## src/rtl/mem_port_arbiter_pkg.sv

```systemverilog
// rtl/mem_port_arbiter_pkg.sv - shared encodings and constants for the memory port arbiter
package mem_port_arbiter_pkg;

  typedef enum logic [1:0] {
    IDLE  = 2'd0,
    FETCH = 2'd1,
    DATA  = 2'd2
  } arb_state_t;

  localparam logic [31:0] NOP_INST        = 32'h00000013;
  localparam int          DEFAULT_TIMEOUT = 255;

endpackage

```

## src/rtl/mem_timeout_ctr.sv

```systemverilog
// rtl/mem_timeout_ctr.sv - wait-cycle counter that flags a hung memory access
module mem_timeout_ctr
  import mem_port_arbiter_pkg::*;
#(
  parameter int TIMEOUT = DEFAULT_TIMEOUT
) (
  input  logic clk,
  input  logic reset,
  input  logic clr,
  input  logic en,
  output logic expire
);

  localparam int CW = (TIMEOUT > 0) ? $clog2(TIMEOUT + 1) : 1;

  logic [CW-1:0] count;

  always_ff @(posedge clk or negedge reset) begin
    if (!reset) begin
      count <= '0;
    end else if (clr) begin
      count <= '0;
    end else if (en) begin
      count <= count + 1'b1;
    end
  end

  // A zero TIMEOUT disables expiry entirely.
  assign expire = (TIMEOUT > 0) && (count == CW'(TIMEOUT));

endmodule

```

## src/rtl/mem_port_arbiter.sv

```systemverilog
// rtl/mem_port_arbiter.sv - shares one memory port between instruction fetch and load/store
module mem_port_arbiter
  import mem_port_arbiter_pkg::*;
#(
  parameter int ADDR_W  = 32,
  parameter int DATA_W  = 32,
  parameter int TIMEOUT = DEFAULT_TIMEOUT
) (
  input  logic                clk,
  input  logic                reset,
  input  logic                if_req,
  input  logic [ADDR_W-1:0]   if_addr,
  input  logic                if_flush,
  output logic                if_done,
  output logic [DATA_W-1:0]   if_rdata,
  input  logic                dm_req,
  input  logic                dm_we,
  input  logic [ADDR_W-1:0]   dm_addr,
  input  logic [DATA_W-1:0]   dm_wdata,
  input  logic [DATA_W/8-1:0] dm_wstrb,
  output logic                dm_done,
  output logic [DATA_W-1:0]   dm_rdata,
  output logic                mem_req,
  output logic                mem_we,
  output logic [ADDR_W-1:0]   mem_addr,
  output logic [DATA_W-1:0]   mem_wdata,
  output logic [DATA_W/8-1:0] mem_wstrb,
  input  logic                mem_ready,
  input  logic [DATA_W-1:0]   mem_rdata,
  output logic                stall_if,
  output logic                stall_mem,
  output logic                bus_err
);

  arb_state_t state;
  logic       drop;
  logic       expire;
  logic       busy;
  logic       abort;
  logic       finish;

  assign busy   = (state != IDLE);
  // A ready arriving in the expiry cycle wins over the timeout.
  assign abort  = busy & expire & ~mem_ready;
  assign finish = busy & (mem_ready | abort);

  mem_timeout_ctr #(.TIMEOUT(TIMEOUT)) u_timeout (
    .clk    (clk),
    .reset  (reset),
    .clr    (~busy),
    .en     (busy & ~mem_ready),
    .expire (expire)
  );

  assign if_done   = (state == FETCH) & (mem_ready | abort) & ~drop & ~if_flush;
  assign dm_done   = (state == DATA) & (mem_ready | abort);
  assign if_rdata  = mem_ready ? mem_rdata : DATA_W'(NOP_INST);
  assign dm_rdata  = mem_ready ? mem_rdata : '0;
  assign stall_mem = dm_req & ~dm_done;
  assign stall_if  = (if_req & ~if_done) | stall_mem;

  always_ff @(posedge clk or negedge reset) begin
    if (!reset) begin
      state     <= IDLE;
      mem_req   <= 1'b0;
      mem_we    <= 1'b0;
      mem_addr  <= '0;
      mem_wdata <= '0;
      mem_wstrb <= '0;
      bus_err   <= 1'b0;
      drop      <= 1'b0;
    end else begin
      bus_err <= 1'b0;
      case (state)
        IDLE: begin
          drop <= 1'b0;
          if (dm_req) begin
            state     <= DATA;
            mem_req   <= 1'b1;
            mem_we    <= dm_we;
            mem_addr  <= dm_addr;
            mem_wdata <= dm_wdata;
            mem_wstrb <= dm_wstrb;
          end else if (if_req) begin
            state     <= FETCH;
            mem_req   <= 1'b1;
            mem_we    <= 1'b0;
            mem_addr  <= if_addr;
            mem_wstrb <= '0;
          end
        end
        FETCH, DATA: begin
          if (finish) begin
            state   <= IDLE;
            mem_req <= 1'b0;
            bus_err <= abort;
            drop    <= 1'b0;
          end else if (state == FETCH && if_flush) begin
            drop <= 1'b1;
          end
        end
        default: begin
          state   <= IDLE;
          mem_req <= 1'b0;
        end
      endcase
    end
  end

endmodule

```

## config.mk

```make
export PLATFORM = sky130hd
export DESIGN_NAME = mem_port_arbiter
export DESIGN_NICKNAME = d
export VERILOG_FILES = /design/src/rtl/mem_port_arbiter_pkg.sv /design/src/rtl/mem_timeout_ctr.sv /design/src/rtl/mem_port_arbiter.sv
export SDC_FILE = /design/constraint.sdc
export NUM_CORES = 1
export LEC_CHECK = 0
export BUFFER_PORTS_ARGS = -buffer_cell sky130_fd_sc_hd__buf_2
export CORE_ASPECT_RATIO = 1.4
export CORE_UTILIZATION = 30
export DETAILED_ROUTE_END_ITERATION = 7
export HOLD_SLACK_MARGIN = 0.02
export SYNTH_ARGS = -nofsm -noshare
export SYNTH_HDL_FRONTEND = slang
export SYNTH_SLANG_ARGS = --single-unit
```

## constraint.sdc

```tcl
create_clock -name clk -period 1.7 [get_ports clk]
set_input_delay 0.255 -clock clk [delete_from_list [all_inputs] [get_ports clk]]
set_output_delay 0.255 -clock clk [all_outputs]
set_load 0.02 [all_outputs]
```

==> metrics <==
status=finished with violations; failing checks=negative setup slack; clock power share=19.3%; hold endpoint=mem_wdata[25]; CP required=1440 ps; Worst-Margin Slew=between 400 and 500 ps; commonest non-fill, non-tap cell in the layout=buf_2; Syn Nets=570; Post-Synthesis Cells=around 430; Initial DRC Count=about 80; Inserted Clock Buffers=9; final hold viol count=0; Post-route DRC=0; Hold Startpoint=dm_wdata[25]; ys flop type=dfrtp_1; first-pass iteration count of the detailed router=4; Yosys warning total=0; CTS tree=yes; clock latency at the later pin of the worst-skew pair=approximately 340 ps; post-detail-place hpwl=8970 um; Logic pwr share=between 40% and 50%; IO buf count=~280; Root Buffer=clkbuf_16; wire length on met3=between 700 and 800 um; DR top layer=met4; io pins=around 280; overall routing resource usage=16.2%; RSZ-0062 raised after global routing=yes; count of final setup violators=4; Core ar.=~0.013 mm2; initial antenna violation count=1; sequential power share=35.1%; r2r endpoint=bus_err; CP max FO=4; vias in the first global route=around 3700; Seq/Total Area, Yosys=approximately half; die area=about 0.014 mm2; max frequency=~0.52 GHz; Leakage=between 3 and 4 nW; hold path depth=3; clk slew on worst S/H paths=roughly 70 ps; skew final=just over 9 ps; global route overflow=0; clock sinks=82; DRT met1 WL=4040 um; final worst slack=-225 ps; EDFF count, synth=0; worst min path class=in -> reg; Chip Width=roughly 100 um; Netlist cell types=36; drt wl/cell=roughly 13 um; first-pass GRT wire length=17600 um; nets=826; Net Switching=approximately 3.9 mW; CP startpoint kind=flop; worst reg2reg path startpoint=state[1]; site row count=between 40 and 50; Syn-to-layout area delta=45.5%; Tmin final=roughly 1900 ps; met2 wire length=~6300 um; Antenna Nets Post-Route=0; internal power=5.34 mW; effective utilization at floorplan=between 30% and 40%; Hold WS=roughly 100 ps; synthesized flop and latch total=around 80; clk buf depth=2; Avg Vias per Cell=roughly 4.4; fraction of registers with async set/reset=100%; Die H=~140 um; commonest non-fill, non-tap cells in the layout=272 x buf_2, 132 x nand2_1, 82 x dfrtp_1, 35 x o21ai_0; Mapped Area=0.00404 mm2; Final period util=113%; H-tree depth=3; power density over cell area=around 1600 mW/mm2; largest net degree at the start of global routing=70; Slew Limit Fails=0; slack of the worst reg-to-reg path=120 ps; Placer Congestion=roughly 0.79; Synth Area per Inst=9.46 um2; R2R cell count=6; final wirelength=about 11000 um; maximum vdd drop=0.000664 V; kind of critical path=reg -> out; Crit path arrival time=around 1700 ps; sw frac=between 40% and 50%; crit end category=primary output; Power, Total=~9.3 mW; Slew headroom=between 60% and 70%; DR vias=roughly 3800; max_cap viols=0; layout cells sized above 1=47.4%
## state kept, by name, indices dropped and copies added (netlist names), 2 cells and up
name             flops
mem_wstrb            4
mem_addr            32
u_timeout.count      8
state                2
mem_wdata           32
## synthesized netlist by cell type (all sizes together) (3+ instances only)
cell type  count  area (um2)
dfrtp         82        2050
clkbuf         8        30.0
nand2        132         495
and2          34         213
nand3          3        15.0
ha             4        50.1
a21oi          3        15.0
o21ai         37         189
mux2i         33         330
nand2b         3        18.8
nor2          10        37.5
inv            5        18.8
buf           45         327
a22o           5        43.8
xor2           3        26.3
## through the flow
stage | setup TNS [ps] | cells | util [%] | worst slack [ps] | area (um2)
after floorplan | -38.8 | 427 | - | -38.8 | 4060
after global placement | 0 | 845 | 42.4 | 32.4 | 5510
after detailed placement | -24.2 | 845 | 42.4 | -24.2 | 5510
after CTS | -954 | 865 | 45.1 | -278 | 5870
after global routing | -1220 | 866 | 45.2 | -326 | 5870
final | -744 | 867 | 45.2 | -225 | 5880
## kinds of logic (layout without fill, tap and decap cells)
group	count (synthesis)	after routing	share of synthesized area [%]
other	0	1	0
muxes	33	33	8.18
DFF	82	82	50.8
adders and majority gates	4	4	1.24
and+or+nand+nor	191	191	21.4
AOI/OAI and AO/OA	54	54	7.93
buffers and inverters	58	319	9.30
xor gates and xnor gates	5	5	1.08
## worst max-delay path: stages, from the launching register on
cell and delay (ps):
dfrtp_1 380, ha_1 240, nand4b_1 160, nor2_2 70, o21ai_2 210, and2_4 190
buf_6 110
## routing by layer
layer | vias to the layer above | global-route usage, %
met2 | 180 | 31.9
met3 | 16 | 3.72
met4 | 0 | 6.64
li1 | 1879 | -
met1 | 1702 | 15.7
met5 | - | 0
## cell type report
class / count / area (um2)
fill: 1313 / 7120
sequential: 82 / 2050
multi-input combinational: 287 / 1670
timing repair buffer: 298 / 1640
clock buffer: 9 / 225
tap: 178 / 223
clock inverter: 7 / 52.6
inverter: 5 / 18.8
antenna: 1 / 2.50
## power by group through the flow
stage / Combinational (mW) / Sequential (mW) / Clock (mW)
after floorplan: 1.57 / 4.29 / 0
after global placement: 4.13 / 3.26 / 0
after detailed placement: 4.22 / 3.28 / 0
after CTS: 4.30 / 3.27 / 1.86
after global routing: 4.65 / 3.37 / 1.95
final: 4.24 / 3.26 / 1.79
## how the worst max path moves through the flow
stage                                   from         to  cells past startpoint
final                     u_timeout.count[0]  stall_mem                      6
after global routing                state[1]  stall_mem                      7
after CTS                           state[1]  stall_mem                      7
after detailed placement            state[0]  stall_mem                      7
after global placement              state[0]  stall_mem                      7
after floorplan                     state[0]  stall_mem                      7
## timing repair
action / CTS / global route
setup endpoints to repair: 4 / 4
setup buffers: 3 / 1
hold endpoints to repair: 26 / 0
pin swaps: 6 / 4
hold buffers: 1 / 0
gates resized for setup: 15 / 0
(Power assumes the default switching activity.)
